## src/rtl/lsu_pkg.sv

```systemverilog
// lsu_pkg: funct3 codes and FSM state encoding shared by the load/store unit files.
package lsu_pkg;
    localparam logic [2:0] F3_LB  = 3'b000;
    localparam logic [2:0] F3_LH  = 3'b001;
    localparam logic [2:0] F3_LW  = 3'b010;
    localparam logic [2:0] F3_LBU = 3'b100;
    localparam logic [2:0] F3_LHU = 3'b101;
    typedef enum logic [1:0] {IDLE = 2'd0, RD = 2'd1, WR = 2'd2, RESP = 2'd3} state_t;
endpackage

```

## src/rtl/lsu_align.sv

```systemverilog
// lsu_align: load lane extraction/extension and sub-word store merging for a word-only memory.
module lsu_align
    import lsu_pkg::*;
(
    input  logic [31:0] word_i,
    input  logic [31:0] old_i,
    input  logic [31:0] wdata_i,
    input  logic [2:0]  funct3_i,
    input  logic [1:0]  off_i,
    output logic [31:0] load_o,
    output logic [31:0] store_o
);
    logic [4:0]  bsh;
    logic [4:0]  hsh;
    logic [7:0]  b;
    logic [15:0] h;
    assign bsh = {off_i, 3'b000};
    assign hsh = {off_i[1], 4'b0000};
    assign b   = 8'(word_i >> bsh);
    assign h   = 16'(word_i >> hsh);
    assign load_o = funct3_i == F3_LB  ? {{24{b[7]}}, b} :
                    funct3_i == F3_LBU ? {24'b0, b} :
                    funct3_i == F3_LH  ? {{16{h[15]}}, h} :
                    funct3_i == F3_LHU ? {16'b0, h} : word_i;
    // Store codes share the low funct3 bits with the signed loads: 000 SB, 001 SH, 010 SW.
    assign store_o = funct3_i == F3_LB ? (old_i & ~(32'h0000_00FF << bsh)) | ({24'b0, wdata_i[7:0]} << bsh) :
                     funct3_i == F3_LH ? (old_i & ~(32'h0000_FFFF << hsh)) | ({16'b0, wdata_i[15:0]} << hsh) :
                     wdata_i;
endmodule

```

## src/rtl/load_store_unit.sv

```systemverilog
// load_store_unit: MEM-stage initiator to a word-only data memory; sub-word stores use read-modify-write.
// Define LSU_MISALIGN_TRAP_EN to report misaligned half/word accesses as errors instead of ignoring the low bits.
module load_store_unit
    import lsu_pkg::*;
#(
    parameter int XLEN   = 32,
    parameter int MEM_AW = 10
) (
    input  logic            clk,
    input  logic            reset,
    input  logic            req_valid,
    output logic            req_ready,
    input  logic            req_write,
    input  logic [2:0]      req_funct3,
    input  logic [XLEN-1:0] req_addr,
    input  logic [XLEN-1:0] req_wdata,
    output logic            resp_valid,
    output logic [XLEN-1:0] resp_rdata,
    output logic            resp_error,
    output logic            mem_read,
    output logic            mem_write,
    output logic [XLEN-1:0] mem_address,
    output logic [XLEN-1:0] mem_write_data,
    input  logic [XLEN-1:0] mem_read_data
);
    if (XLEN != 32 || MEM_AW < 1 || MEM_AW > XLEN - 2) begin : g_param_check
        $error("load_store_unit: unsupported XLEN/MEM_AW");
    end

    state_t      state_q, state_d;
    logic        write_q, write_d;
    logic [2:0]  f3_q, f3_d;
    logic [31:0] addr_q, addr_d;
    logic [31:0] wdata_q, wdata_d;
    logic [31:0] old_q, old_d;
    logic [31:0] rdata_q, rdata_d;
    logic        err_q, err_d;
    logic        illegal;
    logic        misaligned;
    logic [31:0] load_val;
    logic [31:0] store_val;

    assign illegal = req_funct3 == 3'b011 || req_funct3[2:1] == 2'b11 || (req_write && req_funct3[2]);
`ifdef LSU_MISALIGN_TRAP_EN
    assign misaligned = (req_funct3[1:0] == 2'b01 && req_addr[0]) || (req_funct3 == F3_LW && |req_addr[1:0]);
`else
    assign misaligned = 1'b0;
`endif

    lsu_align u_align (
        .word_i  (mem_read_data),
        .old_i   (old_q),
        .wdata_i (wdata_q),
        .funct3_i(f3_q),
        .off_i   (addr_q[1:0]),
        .load_o  (load_val),
        .store_o (store_val)
    );

    always_comb begin
        state_d = state_q;
        write_d = write_q;
        f3_d    = f3_q;
        addr_d  = addr_q;
        wdata_d = wdata_q;
        old_d   = old_q;
        rdata_d = rdata_q;
        err_d   = err_q;
        // Response registers change only on the edge entering RESP so they hold between responses.
        case (state_q)
            IDLE: if (req_valid) begin
                write_d = req_write;
                f3_d    = req_funct3;
                addr_d  = req_addr;
                wdata_d = req_wdata;
                state_d = (illegal || misaligned) ? RESP : (req_write && req_funct3 == F3_LW) ? WR : RD;
                if (illegal || misaligned) begin
                    rdata_d = '0;
                    err_d   = 1'b1;
                end
            end
            RD: begin
                state_d = write_q ? WR : RESP;
                old_d   = write_q ? mem_read_data : old_q;
                rdata_d = write_q ? rdata_q : load_val;
                err_d   = write_q ? err_q : 1'b0;
            end
            WR: begin
                state_d = RESP;
                rdata_d = '0;
                err_d   = 1'b0;
            end
            default: state_d = IDLE;
        endcase
    end

    always_ff @(posedge clk or posedge reset) begin
        if (reset) begin
            state_q <= IDLE;
            write_q <= 1'b0;
            f3_q    <= '0;
            addr_q  <= '0;
            wdata_q <= '0;
            old_q   <= '0;
            rdata_q <= '0;
            err_q   <= 1'b0;
        end else begin
            state_q <= state_d;
            write_q <= write_d;
            f3_q    <= f3_d;
            addr_q  <= addr_d;
            wdata_q <= wdata_d;
            old_q   <= old_d;
            rdata_q <= rdata_d;
            err_q   <= err_d;
        end
    end

    assign req_ready      = state_q == IDLE;
    assign mem_read       = state_q == RD;
    assign mem_write      = state_q == WR;
    assign mem_address    = {addr_q[31:2], 2'b00};
    assign mem_write_data = mem_write ? store_val : '0;
    assign resp_valid     = state_q == RESP;
    assign resp_rdata     = rdata_q;
    assign resp_error     = err_q;
endmodule

```

## config.mk

```make
export PLATFORM = sky130hd
export DESIGN_NAME = load_store_unit
export DESIGN_NICKNAME = d
export VERILOG_FILES = /design/src/rtl/lsu_pkg.sv /design/src/rtl/lsu_align.sv /design/src/rtl/load_store_unit.sv
export SDC_FILE = /design/constraint.sdc
export NUM_CORES = 1
export LEC_CHECK = 0
export ABC_AREA = 1
export BUFFER_PORTS_ARGS = -buffer_cell sky130_fd_sc_hd__buf_2
export CORE_ASPECT_RATIO = 1.1
export CORE_MARGIN = 2
export CORE_UTILIZATION = 28
export DETAILED_ROUTE_END_ITERATION = 12
export GPL_TIMING_DRIVEN = 0
export MAX_ROUTING_LAYER = met4
export PLACE_DENSITY_LB_ADDON = 0.05
export SYNTH_ARGS = -nofsm -noshare
export SYNTH_HDL_FRONTEND = slang
export SYNTH_SLANG_ARGS = --single-unit
```

## constraint.sdc

```tcl
create_clock -name clk -period 5.3 [get_ports clk]
set_input_delay 0.265 -clock clk [delete_from_list [all_inputs] [get_ports clk]]
set_output_delay 0.265 -clock clk [all_outputs]
set_load 0.03 [all_outputs]
```

# Word-level counts from Yosys, hierarchy flattened
# Index checks and enable logic that the tools add are counted.
[op_classes]
bitwise = 6
muxes = 20
n_reduce_logical = 10
shift = 6
eq_ne = 12
[op_table]
columns = ["cell", "n"]
rows = [
  ["$mux 32", 10],
  ["$pmux 32 s3", 1],
  ["$and 32x32->32", 2],
  ["$not 32->32", 2],
  ["$or 32x32->32", 2],
  ["$shl 16x5->32", 1],
  ["$shl 16x5->32 const A", 1],
  ["$shl 8x5->32", 1],
  ["$shl 8x5->32 const A", 1],
  ["$shr 32x5->16", 1],
  ["$shr 32x5->8", 1],
  ["$eq 2x2->1 const B", 3],
  ["$eq 3x2->1 const B", 2],
  ["$eq 3x3->1 const B", 2],
  ["$mux 2", 3],
  ["$pmux 2 s3", 1],
  ["$mux 1", 4],
  ["$ne 2x2->1 const B", 2],
  ["$reduce_and 2->1", 2],
  ["$reduce_and 4->1", 1],
  ["$eq 3x1->1 const B", 1],
  ["$logic_not 3->1", 1],
  ["$pmux 1 s3", 1],
  ["$reduce_bool 3->1", 1],
  ["other kinds (5)", 7],
]
[totals]
register_bits = 135
word_cells = 62

# Longest topological paths before layout
# Gate-level depths: netlist of the first run.
[logic_depth]
depth_word = 7
ltp_mapped = 10
mapped_depth_nobuf = 9

# Hierarchy
# From an unflattened synthesis of the first run, not the netlist that was laid out.
[hier_totals]
cells_unflattened = 1131
hier_area_um2 = 8485.6
[by_module_without_submodules]
columns = ["mod", "cells_each", "area_each_um2", "seq_area_each_um2", "instances"]
rows = [
  ["load_store_unit", 497, 5844.4, 3378.2, 1],
  ["lsu_align", 634, 2641.3, 0.0, 1],
]

# Worst setup path after synthesis of the first run
# Ideal clock, no wire load.
[synth_timing]
path_type = "reg-to-output"
from = "register state_q[0]"
to = "output port mem_write_data[12]"
path_stages_with_launch = 6
required_ns = 5.035
t_arrival_ns = 1.861
path_slack_ns = 3.174
path_cell_list = "dfrtp_1 inv_1 ha_1 clkinv_1 clkbuf_1 nor2_1"
[synth_between]
elab_chain_len = 2
[synth_lines]
columns = ["item", "line_no", "text"]
rows = [
  ["start: declaration", "load_store_unit.sv:30", "state_t state_q, state_d;"],
  ["start signal: assignment", "load_store_unit.sv:108", "state_q <= state_d;"],
  ["$eq 2x2->1", "load_store_unit.sv:121", "assign mem_write = state_q == WR;"],
  ["net mem_write", "load_store_unit.sv:21", "output logic mem_write,"],
  ["$mux 32", "load_store_unit.sv:123", "assign mem_write_data = mem_write ? store_val : '0;"],
  ["end: declaration", "load_store_unit.sv:23", "output logic [XLEN-1:0] mem_write_data,"],
]
# The timed path passes the listed nets, and every way through them passes these cells.

# Worst setup path in the final report of the first run
[layout_timing]
from = "register state_q[0]"
to = "output port mem_write_data[12]"
[layout_between]
elab_chain_len = 2
[layout_lines]
columns = ["item", "line_no"]
rows = [
  ["$eq 2x2->1", "load_store_unit.sv:121"],
  ["$mux 32", "load_store_unit.sv:123"],
]
# No other way between the ends.

==> results of run 1 <==
-- registers in the layout (all words and copies together) (netlist names) --
signal and flops:
write_q 1, wdata_q 32, old_q 32, state_q 2, addr_q 32, resp_rdata 32
f3_q 3, resp_error 1
-- synthesized netlist by cell type, drive strengths merged --
| cell type | n |
|---|---|
| a21oi | 50 |
| o21ai | 104 |
| nor2 | 57 |
| nand2 | 324 |
| conb | 1 |
| mux2 | 52 |
| o211ai | 4 |
| o22ai | 4 |
| dfrtp | 135 |
| nand3 | 95 |
| ha | 4 |
| or2 | 2 |
| clkinv | 1 |
| inv | 73 |
| clkbuf | 20 |
| a21boi | 1 |
| buf | 68 |
-- power by group through the flow --
stage	clock network [mW]	registers (mW)	logic [mW]
2_1_floorplan	0	1.86	2.80
3_3_place_gp	0	1.85	4.06
3_5_place_dp	0	1.85	4.06
4_1_cts	1.23	1.84	4.07
5_1_grt	1.28	1.89	4.48
6_report	1.20	1.83	4.03
-- cells by family (layout without fill, tap and decap cells) --
kind of cell	after synthesis	in the layout	synth area share [%]
and+or+nand+nor	478	478	26.17
muxes	52	52	7.655
other	1	6	0.04902
DFF	135	135	44.16
buffers and inverters	162	397	10.42
AOI/OAI and AO/OA	163	163	10.89
adders and majority gates	4	4	0.6543
-- how the worst min path moves through the flow --
stage / startpoint / to / slack, ns / cells past startpoint
detailed placement: reset / addr_q[15] / 0.36 / 2
global placement: resp_rdata[5] / resp_rdata[5] / 0.46 / 2
finish: req_addr[8] / addr_q[8] / 0.06 / 2
floorplan: mem_read_data[18] / old_q[18] / 0.37 / 2
CTS: req_addr[25] / addr_q[25] / 0.04 / 2
global route: req_wdata[21] / wdata_q[21] / 0.05 / 2
-- layer usage --
metal  vias up  wire (um)
met5         -          0
met4         0        388
met3        22       1717
met2       237      13330
met1      3502      12900
li1       3640          -
-- stage by stage --
stage | setup TNS (ns) | utilization [%] | area, sq um | std cells | hold WS (ns)
global route | 0 | 36.22 | 9736 | 1592 | 0.04925
detailed placement | 0 | 34.00 | 9139 | 1555 | 0.3644
finish | 0 | 36.22 | 9736 | 1592 | 0.06370
CTS | 0 | 36.18 | 9726 | 1588 | 0.04336
floorplan | 0 | - | 7654 | 996 | 0.3746
global placement | -90.28 | 33.88 | 9106 | 1554 | 0.4583
-- worst register-to-register path: stages (launching register included) --
cell	delay [ns]
dfrtp_1	0.42
inv_1	0.09
ha_1	0.36
nand2_2	0.23
inv_2	0.11
clkbuf_1	0.43
clkbuf_1	0.53
o21ai_0	0.18
-- area by class of cell --
type                            instances  area, sq um  share of cell area [%]
Clock inverter                         14        137.6                   1.414
Multi-Input combinational cell        699         3478                   35.73
Clock buffer                           18        439.2                   4.511
Antenna cell                            4        10.01                  0.1028
Buffer                                 88        519.2                   5.334
Inverter                               74        282.8                   2.905
Sequential cell                       135         3378                   34.70
Timing Repair Buffer                  203         1044                   10.72
Tap cell                              357        446.7                   4.588
-- cells in the final DEF, fill, tap and decap left out, types with 2 or more instances in the layout --
cell type   count
a21oi_1        50
buf_2         229
buf_4          37
buf_6           2
clkbuf_1       20
clkbuf_16      17
clkinv_4        3
clkinvlp_4      2
conb_1          2
dfrtp_1       135
diode_2         4
ha_1            4
inv_1          65
inv_2           7
inv_6           8
mux2_2         52
nand2_1       319
nand2_2         4
nand3_1        93
nand3_4         2
nor2_1         52
nor2_4          3
o211ai_1        4
o21ai_0        86
o21ai_1        18
o22ai_1         4
or2_1           2
==> key figures, run 1 <==
Route
  • Drt drc: 0
  • Drt wl/cell: 17.80 um
  • First-pass iteration count of the detailed router: 7
  • Initial DRC Count: 621
  • DRT antenna net count: 0
  • Via density per instance: 4.649
  • Total Routed Length: 28330 um
  • Vias: 7401

Placement
  • Routability cong.: 0.8711
  • Final HPWL DP: 21980 um
  • Port buffer count: 201
  • Pre-CTS WS: 2.809 ns

STA
  • Fin crit share: 52.76%
  • PnR worst setup slack: 2.504 ns
  • RSZ-0062 raised after global routing: no
  • Crit path time final: 2.796 ns
  • Final setup violation count: 0
  • Max Slew Vio Count: 0
  • Worst Clk Skew: 0.02122 ns
  • Highest clock rate: 357.6 MHz
  • Relative slew slack: 60.16%
  • Worst slew pin tran: 0.5976 ns
  • Final hold vios: 0

Worst setup path
  • FF-to-FF setup slack: 2.80 ns
  • Reg-to-reg endpoint: old_q[19]
  • Crit path to: mem_write_data[12]
  • R2r startpoint: state_q[1]
  • Crit path capture type: output pin
  • Worst path bufs/invs: 4
  • Slowest stage cell, crit path: clkinv_1
  • Crit path from: state_q[0]
  • Levels on crit path: 6
  • Max incr delay on CP: 0.50 ns
  • CP top delay family: buffers and inverters
  • Crit start category: flip-flop
  • CP Max Fanout: 10
  • Path depth of the worst reg2reg path: 7
  • Worst path required time: 5.04 ns
  • CP Cell Sequence: inv_1, ha_1, clkinv_1, clkbuf_1, nor2_1, buf_2
  • CP arrival: 2.53 ns
  • WS Path Type: reg2out

GRT
  • Number of global-route vias before repair: 7297
  • Gr busiest metal: met2
  • Grt total ovfl: 0
  • Largest net degree at the start of global routing: 82
  • Met3 Use GR: 4.136%
  • Antenna violations before repair: 4
  • Met1 Track Usage GR: 26.89%
  • Tot GR Track Use: 20.76%
  • First-pass GRT wire length: 43060 um
  • Grt met2 use: 33.42%

Synth
  • Post-synthesis cell count: 995
  • Seq cells post-synth: 135
  • Post-synth top area share: 44.16%
  • Post-synth top area cell: dfrtp_1
  • Register area share after synthesis: 44.16%
  • Mapped Avg Cell Area: 7.688 sq um
  • Synth warn: 0
  • Main area contributors after synthesis: dfrtp_1 44%, nand2_1 16%, mux2_2 7.7%
  • Cell variety after synth: 28
  • Mapped Area: 0.007650 sq mm

Power and ir drop
  • Internal power: 3.513 mW
  • Leak pwr: 5.295 nW
  • Clk pwr share: 17.0%
  • Sequential Power Share: 26.0%
  • Switching Fraction: 50.24%
  • Power, Total: 7.060 mW
  • Switching power: 3.547 mW
  • Peak supply drop: 0.2693 mV
  • Total power per unit cell area: 725.2 mW/mm^2
  • Combinational Power Share: 57.1%

Floorplanning
  • Die area: 0.02866 sq mm
  • Die Ht: 177.4 um
  • Width of the die: 161.6 um
  • Num rows: 63
  • Top Ports: 204
  • CORE AREA: 0.02688 sq mm
  • Starting Density: 28.46%

Worst hold path
  • Hold Path Class: in2reg

Finish
  • Fillers: 2974
  • Syn-to-layout area delta: 27.27%
  • Share of cells above drive strength 1: 30.30%
  • Nets: 1325

Outcome
  • Status: finished clean

Clocking
  • Num CTS Buffers: 17
  • # Post-CTS Setup Buffers: 0
  • Clock Pin Slew Worst Setup and Hold Paths: 0.07 ns
  • # resized after CTS: 0
  • CTS tree: built
  • Clk_lat worst skew: 0.44 ns
  • Hold bufs inserted after CTS: 1
  • CTS Sinks: 135
  • CTS H-tree depth: 4
  • Root Driver: clkbuf_16
  • CTS Buffer Depth: 2

Run
  • Max Cap Viol: 0
Power figures use the tool's default switching activity.
==> run 2, diff against run 1 <==
==> constraint.sdc (replaced) <==
create_clock -name clk -period 2.7 [get_ports clk]
set_input_delay 0.135 -clock clk [delete_from_list [all_inputs] [get_ports clk]]
set_output_delay 0.135 -clock clk [all_outputs]
set_load 0.03 [all_outputs]
==> key figures, run 2 (same netlist as run 1, synthesis figures left out) <==
Outcome
  • Status: finished clean

Worst setup path
  • CP Max Fanout: 10 (unchanged)
  • R2r startpoint: state_q[1]
  • FF-to-FF setup slack: 0.24 ns (-2.56 ns)
  • CP arrival: 2.43 ns (-0.10 ns)
  • Reg-to-reg endpoint: old_q[1]
  • WS Path Type: reg2out
  • Path depth of the worst reg2reg path: 7 (unchanged)
  • Crit start category: flip-flop
  • Crit path capture type: output pin
  • Worst path required time: 2.57 ns (-2.47 ns)

Placement
  • Routability cong.: 0.8984 (+3.1%)
  • Port buffer count: 201 (unchanged)
  • Placed Cells: 1557 (+0.13%)
  • Pre-CTS WS: 0.2580 ns (-2.551 ns)
  • Post-DP Area: 0.009170 sq mm (+0.34%)
  • Final HPWL DP: 22180 um (+0.92%)

Run
  • Max Cap Viol: 0 (unchanged)

Floorplanning
  • Width of the die: 161.6 um (unchanged)
  • Die area: 0.02866 sq mm (unchanged)
  • Num rows: 63 (unchanged)
  • CORE AREA: 0.02688 sq mm (unchanged)
  • Starting Density: 28.46% (unchanged)
  • Top Ports: 204 (unchanged)
  • Die Ht: 177.4 um (unchanged)

STA
  • Final setup violation count: 0 (unchanged)
  • Worst slew pin tran: 0.7833 ns (+0.1857 ns)
  • Worst Clk Skew: 0.01717 ns (-0.004048 ns)
  • PnR worst setup slack: 0.1386 ns (-2.365 ns)
  • Final hold vios: 0 (unchanged)
  • Setup TNS: 0 ns (unchanged)
  • Crit path time final: 2.561 ns
  • Max Slew Vio Count: 0 (unchanged)
  • Relative slew slack: 47.67% (-12 points)
  • RSZ-0062 raised after global routing: no
  • Fin crit share: 94.87%
  • Highest clock rate: 390.4 MHz
  • Worst Hold Slack: 0.02252 ns (-0.04118 ns)

Route
  • DRT antenna net count: 0 (unchanged)
  • Total Routed Length: 28940 um (+2.1%)
  • Drt drc: 0 (unchanged)
  • First-pass iteration count of the detailed router: 5 (-2)
  • Vias: 7603 (+2.7%)
  • Drt wl/cell: 17.38 um (-2.3%)
  • Initial DRC Count: 375 (-40%)
  • Via density per instance: 4.566 (-1.8%)

GRT
  • Number of global-route vias before repair: 7795 (+6.8%)
  • Grt total ovfl: 0 (unchanged)
  • Met1 Track Usage GR: 27.59% (+0.70 points)
  • Largest net degree at the start of global routing: 39 (-52%)
  • Gr busiest metal: met2
  • Met3 Use GR: 3.552% (-0.58 points)
  • Tot GR Track Use: 21.29% (+0.53 points)
  • Antenna violations before repair: 0 (-4)
  • Grt met2 use: 34.40% (+0.98 points)
  • First-pass GRT wire length: 44740 um (+3.9%)

Power and ir drop
  • Peak supply drop: 0.5643 mV (+110%)
  • Power, Total: 14.17 mW (+100%)
  • Leak pwr: 5.646 nW (+6.6%)
  • Total power per unit cell area: 1342 mW/mm^2 (+85%)

Worst hold path
  • Worst-case hold path end point: old_q[1]
  • Hold path depth: 3 (+1)
  • Hold_sp: mem_read_data[1]
  • Hold Path Class: in2reg

Finish
  • Fillers: 2935 (-1.3%)
  • Most common cell after layout, fill and taps aside: nand2_1
  • Post-route cell area: 0.01056 sq mm (+8.5%)
  • Share of cells above drive strength 1: 28.75% (-1.6 points)
  • Final core occ: 39.28% (+3.1 points)
  • Ant. Diodes: 0 (-4)
  • Nets: 1402 (+5.8%)
  • Non-Filler Instances: 1665 (+4.6%)
  • Most frequent cells in the layout: 319 x nand2_1, 229 x buf_2, 135 x dfrtp_1
  • Syn-to-layout area delta: 38.03%

Clocking
  • Clk_lat worst skew: 0.43 ns (about the same)
  • CTS Buffer Depth: 2 (unchanged)
  • Root Driver: clkbuf_16
  • CTS Sinks: 135 (unchanged)
  • Clock Pin Slew Worst Setup and Hold Paths: 0.06 ns (about the same)
  • CTS tree: built
  • Num CTS Buffers: 17 (unchanged)
  • CTS H-tree depth: 4 (unchanged)
## run 2: cell types whose count changed in the layout (fill, tap and decap cells not counted)
cell           previous run  this run
buf_16                    1         0
dlygate4sd3_1             1        76
clkinv_4                  3         4
inv_8                     0         1
inv_6                     8         5
clkinv_1                  1         0
diode_2                   4         0
buf_12                    0         3
bufinv_16                 1         3
## run 2: worst max-delay path by stage
stage	startpoint	end	slack (ns)	depth (start not counted)
final	state_q[0]	mem_write_data[18]	0.14	6
after global routing	state_q[0]	mem_write_data[20]	0.002	6
after CTS	state_q[0]	mem_write_data[18]	0.09	6
after detailed placement	state_q[1]	old_q[2]	0.26	7
after global placement	reset	resp_rdata[9]	-0.28	2
after floorplan	state_q[0]	mem_write_data[12]	0.70	5
## run 2: report_power, final
group	switching [mW]	internal (mW)	leakage, nW	total (mW)
clock	1.05	1.51	0.304	2.56
sequential	0.650	2.94	1.65	3.59
combinational	5.30	2.71	3.69	8.02
total	7.00	7.16	5.65	14.2
## run 2: what timing repair did
item | CTS | global route
setup buffers | 0 | 0
hold buffers | 76 | 0
setup endpoints to repair | 10 | 0
resized for setup | 1 | 0
endpoints found under the hold margin | 105 | 0
## run 2: metal layers
layer	up-vias	routed length [um]
li1	3781	-
met1	3573	13440
met2	222	13590
met3	27	1386
met4	0	522
met5	-	0
## run 2: cell type report
class                           instances  area (sq um)  area share, %
Sequential cell                       135          3378          31.99
Clock buffer                           18         439.2          4.159
Tap cell                              357         446.7          4.230
Timing Repair Buffer                  280          1827          17.30
Buffer                                 88         519.2          4.918
Multi-Input combinational cell        699          3478          32.94
Inverter                               74         282.8          2.678
Clock inverter                         14         187.7          1.777
## run 2: worst max-delay path, cell delays in order, from the launching register on
cell,delay (ns)
dfrtp_1,0.40
inv_1,0.11
ha_1,0.45
clkbuf_1,0.43
o21ai_0,0.18
a21oi_1,0.20
buf_2,0.23
==> run 3, diff against run 2 <==
--- a/config.mk
+++ b/config.mk
@@ -5,7 +5,6 @@
 export SDC_FILE = /design/constraint.sdc
 export NUM_CORES = 1
 export LEC_CHECK = 0
-export ABC_AREA = 1
 export BUFFER_PORTS_ARGS = -buffer_cell sky130_fd_sc_hd__buf_2
 export CORE_ASPECT_RATIO = 1.1
 export CORE_MARGIN = 2
==> key figures, run 3 <==
Synth
  • Register area share after synthesis: 47.30% (+3.1 points)
  • Seq cells post-synth: 135 (unchanged)
  • Main area contributors after synthesis: dfrtp_1 47%, mux2_2 15%, mux2i_1 5.2%
  • Cell variety after synth: 50 (+79%)
  • Post-synth EDFFs: 0 (unchanged)
  • Post-synth top area cell: dfrtp_1
  • Post-synth top cells: 135 x dfrtp_1, 96 x mux2_2, 41 x nor2_1
  • Mapped Area: 0.007142 sq mm (-6.6%)
  • Most common flop cell mapped by yosys: dfrtp_1
  • Async S/R FF share, synth: 100.0% (unchanged)
  • Mapped Avg Cell Area: 11.12 sq um (+45%)
  • Post-synthesis cell count: 642 (-35%)
  • Synth warn: 0 (unchanged)
  • Most common cell in the synthesized netlist: dfrtp_1
  • Post-synth top area share: 47.30% (+3.1 points)

Route
  • Drt drc: 0 (unchanged)
  • Via density per instance: 4.805 (+5.2%)
  • Drt wl/cell: 19.79 um (+14%)
  • First-pass iteration count of the detailed router: 4 (-1)
  • DRT antenna net count: 0 (unchanged)
  • Total Routed Length: 24990 um (-14%)
  • Initial DRC Count: 303 (-19%)
  • Vias: 6069 (-20%)

Placement
  • Placed Cells: 1162 (-25%)
  • Final HPWL DP: 19050 um (-14%)
  • Routability cong.: 0.8937 (-0.52%)
  • Port buffer count: 201 (unchanged)
  • Post-DP Area: 0.008610 sq mm (-6.1%)

Power and ir drop
  • Total power per unit cell area: 1387 mW/mm^2 (+3.4%)
  • Leak pwr: 4.833 nW (-14%)
  • Peak supply drop: 0.5565 mV (-1.4%)
  • Power, Total: 13.88 mW (-2.0%)

STA
  • Worst Clk Skew: 0.01159 ns (-0.005583 ns)
  • Relative slew slack: 52.95% (+5.3 points)
  • Crit path time final: 2.582 ns (+0.02065 ns)
  • Setup TNS: 0 ns (unchanged)
  • Highest clock rate: 387.3 MHz (-0.80%)
  • Final hold vios: 0 (unchanged)
  • RSZ-0062 raised after global routing: no
  • Final setup violation count: 0 (unchanged)
  • Worst slew pin tran: 0.7057 ns (-0.07753 ns)
  • Max Slew Vio Count: 0 (unchanged)
  • Fin crit share: 95.63% (+0.76 points)

Floorplanning
  • CORE AREA: 0.02519 sq mm (-6.3%)
  • Num rows: 61 (-3.2%)
  • Die Ht: 171.5 um (-3.3%)
  • Starting Density: 28.36% (-0.10 points)
  • Die area: 0.02680 sq mm (-6.5%)
  • Width of the die: 156.3 um (-3.3%)
  • Top Ports: 204 (unchanged)

GRT
  • Antenna violations before repair: 0 (unchanged)
  • Number of global-route vias before repair: 6377 (-18%)
  • Tot GR Track Use: 19.42% (-1.9 points)
  • First-pass GRT wire length: 37540 um (-16%)
  • Largest net degree at the start of global routing: 41 (+5.1%)
  • Grt total ovfl: 0 (unchanged)

Finish
  • Post-route cell area: 0.01001 sq mm (-5.2%)
  • Most frequent cells in the layout: 216 x buf_2, 135 x dfrtp_1, 96 x mux2_2
  • Nets: 1042 (-26%)
  • Ant. Diodes: 0 (unchanged)
  • Final core occ: 39.75% (+0.47 points)
  • Syn-to-layout area delta: 40.19%
  • Multi-input gate area: 0.003272 sq mm (-5.9%)
  • Reg area: 0.003378 sq mm (unchanged)
  • Most common cell after layout, fill and taps aside: buf_2
  • Non-Filler Instances: 1263 (-24%)
  • Fillers: 2528 (-14%)
  • Share of cells above drive strength 1: 41.67% (+13 points)

Worst hold path
  • Hold Path Class: in2reg

Clocking
  • # Post-CTS Setup Buffers: 0 (unchanged)
  • CTS Buffer Depth: 2 (unchanged)
  • Num CTS Buffers: 17 (unchanged)
  • CTS H-tree depth: 4 (unchanged)
  • CTS Sinks: 135 (unchanged)
  • CTS tree: built
  • Clk_lat worst skew: 0.42 ns (about the same)
  • Root Driver: clkbuf_16
  • Clock Pin Slew Worst Setup and Hold Paths: 0.06 ns (about the same)

Worst setup path
  • Crit start category: flip-flop
  • FF-to-FF setup slack: 0.32 ns (+0.08 ns)
  • Worst path required time: 2.57 ns (about the same)
  • Slowest stage cell, crit path: clkbuf_1
  • CP Max Fanout: 10 (unchanged)
  • CP arrival: 2.45 ns (+0.02 ns)
  • WS Path Type: reg2out
  • Crit path capture type: output pin
  • Critical Path Most Common Cell: buf_2
  • Max incr delay on CP: 0.43 ns (-0.02 ns)
  • CP Cell Sequence: buf_2, clkbuf_1, nor2_1, o21ai_2, mux2i_1, nor2b_1, buf_2

Outcome
  • Status: finished clean

Run
  • Max Cap Viol: 0 (unchanged)
-- run 3: final timing paths --
kind                                       start                 to  cells after the start
min in group asynchronous                  reset         addr_q[20]                      3
worst min-delay path            mem_read_data[8]           old_q[8]                      2
worst min register to register    resp_rdata[19]     resp_rdata[19]                      1
worst max register to register        state_q[1]     resp_rdata[10]                      8
worst max-delay path                     f3_q[1]  mem_write_data[7]                      7
max in group asynchronous                  reset     resp_rdata[23]                      5
-- run 3: logic make-up (layout without fill, tap and decap cells) --
kind of cell             after synthesis  count (layout)  share of synthesized area [%]
AO/OA/AOI/OAI                        142             142                          14.86
adder cells (fa/ha/maj)                4               4                         0.7008
buffers and inverters                 96             401                          7.323
flip-flops                           135             135                          47.30
multiplexers                         134             134                          20.64
other                                  1               2                        0.05251
AND/OR/NAND/NOR                      130             130                          9.127
-- run 3: critical path: cells and delay by family, from the launching register on --
family / cells / cell delay [ns]
buf+inv: 3 / 0.90
compound gates: 1 / 0.27
simple gates: 2 / 0.36
flops: 1 / 0.32
mux: 1 / 0.17
-- run 3: final cells by class --
type / count / share of cell area (%)
Buffer: 83 / 4.786
Clock buffer: 20 / 4.561
Clock inverter: 12 / 2.224
Inverter: 13 / 0.5249
Multi-Input combinational cell: 412 / 32.68
Sequential cell: 135 / 33.74
Tap cell: 315 / 3.937
Timing Repair Buffer: 273 / 17.55
-- run 3: metrics by stage --
step                      hold WS, ns  setup slack (ns)
after floorplan                0.2855            0.6569
after global placement         0.3670           -0.1187
after detailed placement       0.2392            0.2000
after CTS                     0.01473          0.004981
after global routing          0.01142          0.005767
final                         0.02814            0.1179
-- run 3: power by group --
part	internal, mW	switching, mW	leakage [nW]	total [mW]
combinational	2.94	4.43	2.86	7.37
sequential	3.03	0.779	1.65	3.81
clock	1.78	0.929	0.326	2.71
total	7.75	6.14	4.83	13.9
-- run 3: repair_timing --
| action | in CTS | in global routing |
|---|---|---|
| endpoints found under the setup margin | 11 | 14 |
| hold endpoints to repair | 92 | 0 |
| resized for setup | 2 | 7 |
| hold buffers | 69 | 0 |
-- run 3: per-layer routing --
metal / up-vias / part of all wire (%) / GRT usage [%] / wire [um]
met1: 2976 / 45 / 24.44 / 11150
met3: 26 / 4.6 / 2.998 / 1146
li1: 2877 / - / - / -
met2: 190 / 49 / 32.50 / 12310
met5: - / 0 / - / 0
met4: 0 / 1.6 / 5.584 / 389
